--- src/rtl/block_stream_pkg.sv ---
// Shared definitions for the begin/end keyword stream: op codes, ASCII constants,
// emitter state encoding and fixed word lengths.
package block_stream_pkg;

    typedef enum logic [1:0] {
        OP_BEGIN = 2'b00,
        OP_END   = 2'b01,
        OP_IDENT = 2'b10,
        OP_RSVD  = 2'b11
    } block_op_e;

    typedef enum logic [1:0] {
        ST_IDLE = 2'b00,
        ST_SEP  = 2'b01,
        ST_CHAR = 2'b10
    } block_state_e;

    localparam logic [7:0] CH_SPACE = 8'h20;
    localparam logic [7:0] CH_B_LO  = 8'h62;
    localparam logic [7:0] CH_E_LO  = 8'h65;
    localparam logic [7:0] CH_G_LO  = 8'h67;
    localparam logic [7:0] CH_I_LO  = 8'h69;
    localparam logic [7:0] CH_N_LO  = 8'h6e;
    localparam logic [7:0] CH_D_LO  = 8'h64;
    localparam logic [7:0] CH_X_LO  = 8'h78;
    localparam logic [7:0] CH_B_UP  = 8'h42;
    localparam logic [7:0] CH_E_UP  = 8'h45;
    localparam logic [7:0] CH_G_UP  = 8'h47;
    localparam logic [7:0] CH_I_UP  = 8'h49;
    localparam logic [7:0] CH_N_UP  = 8'h4e;
    localparam logic [7:0] CH_D_UP  = 8'h44;
    localparam logic [7:0] CH_X_UP  = 8'h58;

    localparam int LEN_BEGIN = 5;
    localparam int LEN_END   = 3;

endpackage

--- src/rtl/block_word_rom.sv ---
// Character lookup for the emitted words: (op, case, index) -> ASCII byte.
module block_word_rom
    import block_stream_pkg::*;
#(
    parameter int LEN_W = 3
) (
    input  block_op_e        op_i,
    input  logic             upper_i,
    input  logic [LEN_W-1:0] idx_i,
    output logic [7:0]       char_o
);

    logic [7:0] lo;
    logic [7:0] up;

    always_comb begin
        lo = CH_SPACE;
        up = CH_SPACE;
        case (op_i)
            OP_BEGIN: begin
                case (int'(idx_i))
                    0: begin lo = CH_B_LO; up = CH_B_UP; end
                    1: begin lo = CH_E_LO; up = CH_E_UP; end
                    2: begin lo = CH_G_LO; up = CH_G_UP; end
                    3: begin lo = CH_I_LO; up = CH_I_UP; end
                    4: begin lo = CH_N_LO; up = CH_N_UP; end
                    default: begin lo = CH_SPACE; up = CH_SPACE; end
                endcase
            end
            OP_END: begin
                case (int'(idx_i))
                    0: begin lo = CH_E_LO; up = CH_E_UP; end
                    1: begin lo = CH_N_LO; up = CH_N_UP; end
                    2: begin lo = CH_D_LO; up = CH_D_UP; end
                    default: begin lo = CH_SPACE; up = CH_SPACE; end
                endcase
            end
            OP_IDENT: begin
                lo = CH_X_LO;
                up = CH_X_UP;
            end
            default: begin
                lo = CH_SPACE;
                up = CH_SPACE;
            end
        endcase
        char_o = upper_i ? up : lo;
    end

endmodule

--- src/rtl/block_emitter.sv ---
// Turns BEGIN/END/IDENT commands into a space-separated ASCII byte stream, one
// character per clock, refusing commands that would unbalance the nesting.
module block_emitter
    import block_stream_pkg::*;
#(
    parameter int DEPTH_W = 8,
    parameter int LEN_W   = 3
) (
    input  logic               clk,
    input  logic               reset,
    input  logic               cmd_valid,
    input  logic [1:0]         cmd_op,
    input  logic               cmd_upper,
    input  logic [LEN_W-1:0]   cmd_len,
    output logic               cmd_ready,
    output logic [7:0]         out,
    output logic               out_valid,
    output logic [DEPTH_W-1:0] depth,
    output logic               balanced,
    output logic               err,
    output block_state_e       dbg_state_o
);

    localparam logic [DEPTH_W-1:0] DEPTH_MAX = '1;

    block_state_e     state_q, state_d;
    block_op_e        op_q, op_d;
    logic             upper_q, upper_d;
    logic [LEN_W-1:0] len_q, len_d;
    logic [LEN_W-1:0] idx_q, idx_d;
    logic [DEPTH_W-1:0] depth_q, depth_d;
    logic [7:0]       out_q, out_d;
    logic             out_valid_q, out_valid_d;
    logic             err_q, err_d;

    block_op_e        cmd_op_e;
    logic             last_char;
    logic             accept;
    logic             legal;
    logic [LEN_W-1:0] cmd_len_eff;
    logic [7:0]       rom_char;

    assign cmd_op_e  = block_op_e'(cmd_op);
    assign last_char = (idx_q == LEN_W'(len_q - 1'b1));
    assign cmd_ready = (state_q == ST_IDLE) || ((state_q == ST_CHAR) && last_char);
    assign accept    = cmd_valid && cmd_ready;

    always_comb begin
        legal       = 1'b0;
        cmd_len_eff = (cmd_len == '0) ? LEN_W'(1) : cmd_len;
        case (cmd_op_e)
            OP_BEGIN: begin
                legal       = (depth_q != DEPTH_MAX);
                cmd_len_eff = LEN_W'(LEN_BEGIN);
            end
            OP_END: begin
                legal       = (depth_q != '0);
                cmd_len_eff = LEN_W'(LEN_END);
            end
            OP_IDENT: legal = 1'b1;
            default:  legal = 1'b0;
        endcase
    end

    // The ROM is addressed with the next index so the character lands in out_q
    // together with the CHAR state it belongs to.
    block_word_rom #(.LEN_W(LEN_W)) u_rom (
        .op_i    (op_q),
        .upper_i (upper_q),
        .idx_i   (idx_d),
        .char_o  (rom_char)
    );

    always_comb begin
        state_d     = state_q;
        op_d        = op_q;
        upper_d     = upper_q;
        len_d       = len_q;
        idx_d       = idx_q;
        depth_d     = depth_q;
        out_d       = CH_SPACE;
        out_valid_d = 1'b0;
        err_d       = 1'b0;
        if (accept) begin
            idx_d = '0;
            if (legal) begin
                state_d     = ST_SEP;
                op_d        = cmd_op_e;
                upper_d     = cmd_upper;
                len_d       = cmd_len_eff;
                out_valid_d = 1'b1;
                if (cmd_op_e == OP_BEGIN) depth_d = depth_q + 1'b1;
                if (cmd_op_e == OP_END)   depth_d = depth_q - 1'b1;
            end else begin
                state_d = ST_IDLE;
                err_d   = 1'b1;
            end
        end else begin
            case (state_q)
                ST_SEP: begin
                    state_d     = ST_CHAR;
                    idx_d       = '0;
                    out_d       = rom_char;
                    out_valid_d = 1'b1;
                end
                ST_CHAR: begin
                    if (!last_char) begin
                        idx_d       = idx_q + 1'b1;
                        out_d       = rom_char;
                        out_valid_d = 1'b1;
                    end else begin
                        state_d = ST_IDLE;
                    end
                end
                default: state_d = ST_IDLE;
            endcase
        end
    end

    always_ff @(posedge clk) begin
        if (reset) begin
            state_q     <= ST_IDLE;
            op_q        <= OP_IDENT;
            upper_q     <= 1'b0;
            len_q       <= LEN_W'(1);
            idx_q       <= '0;
            depth_q     <= '0;
            out_q       <= CH_SPACE;
            out_valid_q <= 1'b0;
            err_q       <= 1'b0;
        end else begin
            state_q     <= state_d;
            op_q        <= op_d;
            upper_q     <= upper_d;
            len_q       <= len_d;
            idx_q       <= idx_d;
            depth_q     <= depth_d;
            out_q       <= out_d;
            out_valid_q <= out_valid_d;
            err_q       <= err_d;
        end
    end

    assign out         = out_q;
    assign out_valid   = out_valid_q;
    assign depth       = depth_q;
    assign balanced    = (depth_q == '0);
    assign err         = err_q;
    assign dbg_state_o = state_q;

endmodule

--- config.mk ---
export PLATFORM = sky130hd
export DESIGN_NAME = block_emitter
export DESIGN_NICKNAME = d
export VERILOG_FILES = /design/src/rtl/block_stream_pkg.sv /design/src/rtl/block_word_rom.sv /design/src/rtl/block_emitter.sv
export SDC_FILE = /design/constraint.sdc
export NUM_CORES = 1
export LEC_CHECK = 0
export CAP_MARGIN = 5
export CELL_PAD_IN_SITES_DETAIL_PLACEMENT = 1
export CELL_PAD_IN_SITES_GLOBAL_PLACEMENT = 1
export CORE_MARGIN = 2
export CORE_UTILIZATION = 39
export DETAILED_ROUTE_END_ITERATION = 6
export GPL_ROUTABILITY_DRIVEN = 0
export PLACE_DENSITY_LB_ADDON = 0.1
export SYNTH_ARGS = -nofsm -noshare
export SYNTH_HDL_FRONTEND = slang
export SYNTH_SLANG_ARGS = --single-unit
--- constraint.sdc ---
create_clock -name clk -period 3.6 [get_ports clk]
set_clock_uncertainty 0.05 [all_clocks]
set_input_delay 0.72 -clock clk [delete_from_list [all_inputs] [get_ports clk]]
set_output_delay 0.72 -clock clk [all_outputs]
set_load 0.01 [all_outputs]
-- Word level (Yosys, flattened, before mapping)
Index checks and enable logic that the tools add are counted.
- reductions and logical operators: 15
- mux-type cells: 26
- equal/unequal tests: 13
- add/sub/neg operators: 4
- bitwise gates (word level): 1
- operator list (kind ; number):
    $pmux W7 S5 ; 2
    $pmux W8 S3 ; 2
    $pmux W7 S3 ; 2
    $mux W8 ; 4
    $pmux W8 S2 ; 1
    $pmux W3 S2 ; 2
    $mux W3 ; 3
    $add A8 B1 Y8 const B ; 1
    $logic_not A8 Y1 ; 1
    $ne A8 B8 Y1 const B ; 1
    $reduce_bool A8 Y1 ; 1
    $sub A8 B1 Y8 const B ; 1
    $eq A2 B1 Y1 const B ; 3
    $eq A2 B2 Y1 const B ; 3
    $eq A3 B2 Y1 const B ; 2
    $logic_not A2 Y1 ; 3
    $logic_not A3 Y1 ; 2
    $mux W1 ; 5
    $mux W2 ; 2
    $pmux W2 S2 ; 1
    $reduce_or A2 Y1 ; 2
    $add A3 B1 Y3 const B ; 1
    $eq A3 B1 Y1 const B ; 1
    $eq A3 B3 Y1 ; 1
    11 further kinds ; 12
- bits in registers: 29
- logic and storage cells: 68
- input bits: 9
- output and inout bits: 22

-- Depth between registers and ports, before layout
Gate-level depths: netlist (run 1).
- depth in word-level cells: 12
- depth in mapped cells: 11
- gate-level depth less buffers: 10

-- By module
A second synthesis (run 1) with hierarchy kept.
- cell total of the unflattened synthesis: 201
- area total of the unflattened synthesis: 1661.6 µm²
- modules (own cells, without submodules) (module ; times used ; sequential area each (µm²) ; cells an instance ; area an instance (µm²)):
    block_emitter ; 1 ; 580.6 ; 173 ; 1493.9
    block_word_rom ; 1 ; 0.0 ; 28 ; 167.7

-- Worst setup path after synthesis (run 1)
OpenSTA, ideal clock, no wires.
- kind: input-to-reg
- start: in cmd_op[1]
- end: reg depth_q[7], in the netlist depth[7]
- setup slack: 0.972 ns
- data arrival time: 2.508 ns
- stages on the path: 10
- library setup time: 0.071 ns
- buffers on the path: 0
- required time: 3.479 ns
- cell sequence: nand2b_1 -> inv_1 -> ha_1 -> a21o_1 -> a21oi_1 -> a2bb2oi_1 -> a21oi_1 -> xnor2_1 -> or3_1 -> a21oi_1
- longest elaborated chain between the ends: 3
- elaborated cells between the ends (all ways): 7
- those cells by class: eq/ne: 2; mux: 2; reduce/logical: 3
- ends and longest elaborated chain (item ; RTL line ; source):
    from (decl) ; block_emitter.sv:12 ; input logic [1:0] cmd_op,
    $eq A2 B2 Y1 (tied with other cells) ; block_emitter.sv:51 ; case (cmd_op_e)
    $pmux W1 S3 or $reduce_bool A2 Y1 (tied branches) ; - ;
    $reduce_and A3 Y1 (no line) ; - ;
    to (signal assigned) ; block_emitter.sv:137 ; depth_q <= depth_d;
    to (decl) ; block_emitter.sv:31 ; logic [DEPTH_W-1:0] depth_q, depth_d;
Several ways; a longest one is shown, not always the timed one.
A chain may end at the register's enable or synchronous reset.

-- Worst setup path after layout (run 1)
- start: reg len_q[0]
- end: out cmd_ready
- longest elaborated chain between the ends: 4
- ends and longest elaborated chain (item ; RTL line ; source):
    from (decl) ; block_emitter.sv:29 ; logic [LEN_W-1:0] len_q, len_d;
    from (signal assigned) ; block_emitter.sv:135 ; len_q <= len_d;
    $sub A3 B1 Y3 ; block_emitter.sv:44 ; assign last_char = (idx_q == LEN_W'(len_q - 1'b1));
    $eq A3 B3 Y1 ; block_emitter.sv:44 ;
    $logic_and A1 B1 Y1 ; block_emitter.sv:45 ; assign cmd_ready = (state_q == ST_IDLE) || ((state_q == ST_CHAR) && last_char);
    $logic_or A1 B1 Y1 ; block_emitter.sv:45 ;
    to (decl) ; block_emitter.sv:15 ; output logic cmd_ready,
No other way between the ends.

==> results of run 1 <==
[final timing paths]
kind | start | slack, ps | endpoint | depth (start not counted)
max | len_q[0]$_SDFFE_PP1P_ | 200 | cmd_ready | 7
min | len_q[1]$_SDFFE_PP0P_ | 440 | len_q[1]$_SDFFE_PP0P_ | 2
max reg2reg | len_q[0]$_SDFFE_PP1P_ | 720 | out[3]$_SDFF_PP0_ | 9
min reg2reg | len_q[1]$_SDFFE_PP0P_ | 440 | len_q[1]$_SDFFE_PP0P_ | 2
[per-layer routing]
| metal | vias up | share of wire |
|---|---|---|
| met5 | - | 0 |
| met4 | 0 | 0.019 |
| met3 | 10 | 0.026 |
| met2 | 29 | 0.53 |
| met1 | 754 | 0.43 |
| li1 | 761 | - |
[through the flow]
step                hold slack, ps  instance area [sq um]  setup WS, ps   util
floorplan                      387                   1710           972      -
global placement               414                   2050           304  0.477
detailed placement             425                   2050           182  0.477
CTS                            440                   2120           179  0.494
global route                   461                   2120          26.5  0.494
finish                         443                   2120           201  0.494
[cell families after synthesis]
kind of cell             Yosys count  share of synthesized area
XOR/XNOR                          11                     0.0658
multiplexers                       2                     0.0117
AO/OA/AOI/OAI                     47                      0.203
other                              1                    0.00219
flip-flops                        28                      0.328
buffers and inverters             19                     0.0497
AND/OR/NAND/NOR                   81                      0.247
adder cells (fa/ha/maj)           12                     0.0922
[cell usage in the layout (no fill, tap or decap), drive strengths merged, types with 2 or more instances in the layout]
master | Yosys | final
xor2 | 3 | 3
o41ai | 2 | 2
mux2i | 2 | 2
nor3 | 4 | 4
clkbuf | 7 | 3
nor4b | 2 | 2
o21ai | 8 | 8
nand4b | 2 | 2
nor2b | 5 | 5
xnor2 | 7 | 7
nand2 | 21 | 21
or4 | 2 | 2
clkdlybuf4s50 | 0 | 29
a21oi | 15 | 15
or2 | 5 | 5
nor4 | 2 | 2
a211oi | 3 | 3
dfxtp | 28 | 28
nor2 | 20 | 20
o31a | 2 | 2
nand3 | 4 | 4
or3 | 3 | 3
nand2b | 4 | 4
nor3b | 2 | 2
buf | 4 | 5
and3 | 2 | 2
ha | 11 | 11
inv | 8 | 8
a21o | 2 | 2
[report_power, final]
part | internal (mW) | total [mW] | switching (mW) | leakage (nW)
registers | 0.321 | 0.334 | 0.0127 | 0.228
logic | 0.0733 | 0.156 | 0.0831 | 0.561
clock network | 0.149 | 0.252 | 0.103 | 0.0357
[final cells by class]
class	instances	share of cell area
clock buffers	3	0.0195
clock inverters	1	0.0142
inverters	8	0.0142
multi-input cells	154	0.502
flip-flops and latches	28	0.264
well taps	52	0.0307
repair buffers	34	0.155
[sequential cells by signal (all words and copies together) (netlist names)]
| name | count |
|---|---|
| err | 1 |
| out | 7 |
| idx_q | 3 |
| depth | 8 |
| dbg_state_o | 2 |
| out_valid | 1 |
| len_q | 3 |
| upper_q | 1 |
| op_q | 2 |
[critical path: cells and delay by family, from the launching register on]
kind | cells | cell delay [ps]
XOR/XNOR | 1 | 520
AND/OR/NAND/NOR | 3 | 610
flip-flops | 1 | 380
adder cells (fa/ha/maj) | 1 | 300
buffers and inverters | 2 | 540
==> impl_metrics.env, run 1 <==
export IMPL_status="complete, no violations"
export IMPL_final_seq_area_sq_um=561
export IMPL_synth_area_per_cell_sq_um=8.51
export IMPL_power_total_mw=0.742
export IMPL_grt_max_degree=22
export IMPL_area_growth_pct=23.9
export IMPL_ys_async_rst_share=0
export IMPL_core_rowCount=24
export IMPL_antenna_violations_before_repair=0
export IMPL_multi_input_logic_area_sq_um=1060
export IMPL_globalRouteMet2Util=0.371
export IMPL_avgRoutedWirePerCell_um=16.2
export IMPL_total_count_of_hold_check_failures_in_the_final_report=0
export IMPL_synth_nets=222
export IMPL_grt_busiest_layer="met2"
export IMPL_h_tree_depth_reported_by_cts=1
export IMPL_tritoncts_num_sinks=28
export IMPL_layout_min_cycle_time_ps=3400
export IMPL_synth_area_leader_cell="dfxtp_1"
export IMPL_post_cts_resized=0
export IMPL_total_die_area_sq_um=4930
export IMPL_grt_pass1_wl_mm=7.70
export IMPL_die_height_um=70.2
export IMPL_first_pass_iters=4
export IMPL_cells_traversed_along_the_worst_timing_path="inv_1, ha_1, xnor2_1, or3_4, nor2_1, or2_2, clkdlybuf4s50_1"
export IMPL_ffs_latches_synth=28
export IMPL_post_synth_instance_area_sq_um=1710
export IMPL_final_fill_count=520
export IMPL_antenna_cells=0
export IMPL_final_cell_count_no_fill=280
export IMPL_timing_max_cap_violations=0
export IMPL_total_of_buffers_placed_on_input_and_output_ports=29
export IMPL_place_hpwl_mm=3.52
export IMPL_synthDominantCellAreaShare=0.328
export IMPL_cts_buffers_inserted=3
export IMPL_p_leak_nw=0.825
export IMPL_synthDistinctLibCells=57
export IMPL_post_cts_setup_buffer_count=0
export IMPL_grt_overflow_total=0
export IMPL_grt_setup_unrepaired="no"
export IMPL_synthFlopType="dfxtp_1"
export IMPL_global_route_total_usage_across_every_layer=0.194
export IMPL_fmax_ghz=0.294
export IMPL_post_synth_top_count_cell="dfxtp_1"
export IMPL_cts_hold_buffers_added=0
export IMPL_timing_critical_path_required_ps=2830
export IMPL_synthesis_yosys_warnings=0
export IMPL_ant_nets=0
export IMPL_arrival_ps=2630
export IMPL_critPathMaxStageDelay_ps=520
export IMPL_final_period_utilization=0.944
export IMPL_detail_route_wirelength_mm=4.53
export IMPL_initial_core_util=0.398
export IMPL_synth_edff_count=0
export IMPL_clockRootBuffer="clkbuf_8"
export IMPL_cts_tree="yes"
export IMPL_tightestPinTransition_ps=606
export IMPL_timing_final_setup_violations=0
export IMPL_cellPowerDensity_nw_per_um2=350
export IMPL_drive_gt1_frac=0.0833
export IMPL_gr_usage_met1=0.212
export IMPL_timing_critical_path_slowest_stage_cell="xnor2_1"
export IMPL_finalSetupTns_ps=0
export IMPL_maxSlewHeadroom=0.593
export IMPL_viasPerCell=5.55
export IMPL_chipWidth_um=70.2
export IMPL_via_count=1554
export IMPL_core_area_sq_um=4290
export IMPL_use_met3=0.0303
export IMPL_worst_setup_path_end_kind="output port"
export IMPL_synth_seq_area_share=0.328
export IMPL_worst_ir_drop_vdd_v=0.000179
export IMPL_place_detailed_instances=276
export IMPL_critical_path_max_fanout=6
export IMPL_synth_top_cells_by_count="dfxtp_1 (28), nand2_1 (20), nor2_1 (20)"
export IMPL_first_global_vias=1719
export IMPL_drt_initial_drc_count=61
export IMPL_report_final_slew_viol_count=0
export IMPL_clk_pin_slew_worst_paths_ps=100
export IMPL_worstHoldPathType="reg2reg"
export IMPL_top_level_ports=31
export IMPL_worst_skew_pair_late_latency_ps=280
export IMPL_remaining_drc_errors=0
export IMPL_cts_buffer_depth=2
export IMPL_critPathKind="reg2out"
export IMPL_timing_critical_path_from_type="flip-flop"
export IMPL_final_net_count=250
export IMPL_yosys_top_cells_area="dfxtp_1 (33%), ha_1 (8.0%), a21oi_1 (4.4%), nand2_1 (4.4%), nor2_1 (4.4%)"
export IMPL_synthCells=201
Note: power is estimated with default switching activity, not from simulation.
==> inputs of run 2 (changes only) <==
--- a/config.mk
+++ b/config.mk
@@ -12,7 +12,7 @@
 export CORE_UTILIZATION = 39
 export DETAILED_ROUTE_END_ITERATION = 6
 export GPL_ROUTABILITY_DRIVEN = 0
-export PLACE_DENSITY_LB_ADDON = 0.1
+export PLACE_DENSITY = 0.91
 export SYNTH_ARGS = -nofsm -noshare
 export SYNTH_HDL_FRONTEND = slang
 export SYNTH_SLANG_ARGS = --single-unit
==> run 2 against run 1 <==
First-iteration DRC count increased by 98%. Wire length decreased by 7.0%. Die area unchanged. Count of clock-buffer cells in the layout unchanged. Sequential power about the same. Global-route usage decreased by 1.6 points. Fmax increased by 0.66%. Cell count decreased by 0.36%. Sequential share of layout area increased by 0.094 points. Register-to-register slack improved by 40 ps. Largest cell class unchanged.
==> impl_metrics.env, run 2 (synthesized netlist as in run 1, its figures left out) <==
export IMPL_status="complete, no violations"
export IMPL_pre_cts_slack_ps=128
export IMPL_total_of_buffers_placed_on_input_and_output_ports=29
export IMPL_top_level_ports=31
export IMPL_drive_gt1_frac=0.0793
export IMPL_die_height_um=70.2
export IMPL_power_total_mw=0.741
export IMPL_total_die_area_sq_um=4930
export IMPL_h_tree_depth_reported_by_cts=1
export IMPL_detail_route_wirelength_mm=4.21
export IMPL_total_count_of_hold_check_failures_in_the_final_report=0
export IMPL_reg2reg_slack_ps=760
export IMPL_power_share_combinational=0.213
export IMPL_largest_reg_flops=8
export IMPL_cts_buffer_depth=2
export IMPL_place_detailed_instances=275
export IMPL_post_cts_setup_buffer_count=0
export IMPL_layout_cells_most_common="clkdlybuf4s50_1"
export IMPL_critical_path_max_fanout=6
export IMPL_power_clock_fraction=0.337
export IMPL_worst_ir_drop_vdd_v=0.000182
export IMPL_final_cell_count_no_fill=279
export IMPL_clk_pin_slew_worst_paths_ps=90
export IMPL_ant_nets=0
export IMPL_via_count=1561
export IMPL_global_route_total_usage_across_every_layer=0.178
export IMPL_final_period_utilization=0.938
export IMPL_finalSetupTns_ps=0
export IMPL_share_seq_of_total_power=0.450
export IMPL_tritoncts_num_sinks=28
export IMPL_timing_critical_path_required_ps=2830
export IMPL_first_pass_iters=4
export IMPL_viasPerCell=5.59
export IMPL_worst_skew_pair_late_latency_ps=280
export IMPL_place_hpwl_mm=3.23
export IMPL_timing_critical_path_from_type="flip-flop"
export IMPL_cellPowerDensity_nw_per_um2=351
export IMPL_worstHoldPathType="reg2reg"
export IMPL_switching_power_share_of_the_total=0.266
export IMPL_chipWidth_um=70.2
export IMPL_most_common_layout_cells="clkdlybuf4s50_1 (29), dfxtp_1 (28), nor2_1 (20), nand2_1 (20), a21oi_1 (15)"
export IMPL_grt_setup_unrepaired="no"
export IMPL_grt_pass1_wl_mm=7.18
export IMPL_antenna_cells=0
export IMPL_avgRoutedWirePerCell_um=15.1
export IMPL_final_net_count=249
export IMPL_grt_overflow_total=0
export IMPL_post_cts_resized=0
export IMPL_clockRootBuffer="clkbuf_8"
export IMPL_worst_setup_path_end_kind="output port"
export IMPL_fmax_ghz=0.296
export IMPL_tightestPinTransition_ps=627
export IMPL_timing_max_cap_violations=0
export IMPL_first_global_vias=1528
export IMPL_arrival_ps=2610
export IMPL_layout_min_cycle_time_ps=3380
export IMPL_area_growth_pct=23.5
export IMPL_antenna_violations_before_repair=0
export IMPL_maxSlewHeadroom=0.579
export IMPL_cts_hold_buffers_added=0
export IMPL_grt_max_degree=22
export IMPL_cts_buffers_inserted=3
export IMPL_core_rowCount=24
export IMPL_power_switching_mw=0.197
export IMPL_remaining_drc_errors=0
export IMPL_p_leak_nw=0.820
export IMPL_initial_core_util=0.398
export IMPL_report_final_slew_viol_count=0
export IMPL_timing_final_setup_violations=0
export IMPL_core_area_sq_um=4290
export IMPL_final_fill_count=522
export IMPL_cts_tree="yes"
export IMPL_final_setup_worst_slack_ps=223
export IMPL_drt_initial_drc_count=121
export IMPL_critPathKind="reg2out"
export IMPL_cell_internal_pwr_mw=0.544
[run 2: critical path, cell delays in order (launching register included)]
cell	delay, ps
dfxtp_1	390
inv_1	60
ha_1	200
xor3_2	460
or3_4	400
nor2_1	170
or2_2	130
clkdlybuf4s50_1	520
[run 2: cell type report]
class | count | area (sq um) | area share
clock inverters | 1 | 30.0 | 0.0142
repair buffers | 33 | 320 | 0.152
well taps | 52 | 65.1 | 0.0308
multi-input cells | 154 | 1060 | 0.504
inverters | 8 | 30.0 | 0.0142
clock buffers | 3 | 41.3 | 0.0195
flip-flops and latches | 28 | 561 | 0.265
[run 2: final timing paths]
check / start / to / cells past startpoint
min: len_q[1]$_SDFFE_PP0P_ / len_q[1]$_SDFFE_PP0P_ / 2
min reg2reg: len_q[1]$_SDFFE_PP0P_ / len_q[1]$_SDFFE_PP0P_ / 2
max reg2reg: len_q[0]$_SDFFE_PP1P_ / out[5]$_SDFF_PP1_ / 9
max: len_q[0]$_SDFFE_PP1P_ / cmd_ready / 7
[run 2: power by group through the flow]
stage | clock (mW) | sequential (mW) | combinational, mW
floorplan | 0 | 0.339 | 0.101
global placement | 0 | 0.340 | 0.152
detailed placement | 0 | 0.341 | 0.157
CTS | 0.259 | 0.334 | 0.159
global route | 0.272 | 0.336 | 0.172
finish | 0.250 | 0.333 | 0.158
[run 2: per-stage QoR]
stage / instance area (sq um) / util / hold WS, ps
3_5_place_dp: 2040 / 0.475 / 443
6_report: 2110 / 0.492 / 449
3_3_place_gp: 2040 / 0.475 / 412
5_1_grt: 2110 / 0.492 / 477
4_1_cts: 2110 / 0.492 / 460
2_1_floorplan: 1710 / - / 387
[run 2: routing by layer]
metal / global-route usage / part of all wire / vias up
li1: - / - / 764
met1: 0.232 / 0.43 / 755
met2: 0.306 / 0.52 / 36
met3: 0.0202 / 0.039 / 6
met4: 0.0534 / 0.013 / 0
met5: 0 / 0 / -
==> inputs of run 3 (changes only) <==
--- a/config.mk
+++ b/config.mk
@@ -13,6 +13,7 @@
 export DETAILED_ROUTE_END_ITERATION = 6
 export GPL_ROUTABILITY_DRIVEN = 0
 export PLACE_DENSITY = 0.91
+export SKIP_LAST_GASP = 1
 export SYNTH_ARGS = -nofsm -noshare
 export SYNTH_HDL_FRONTEND = slang
 export SYNTH_SLANG_ARGS = --single-unit
==> results of run 3 <==
No change in the layout: final DEF, timing and power equal those of run 2.
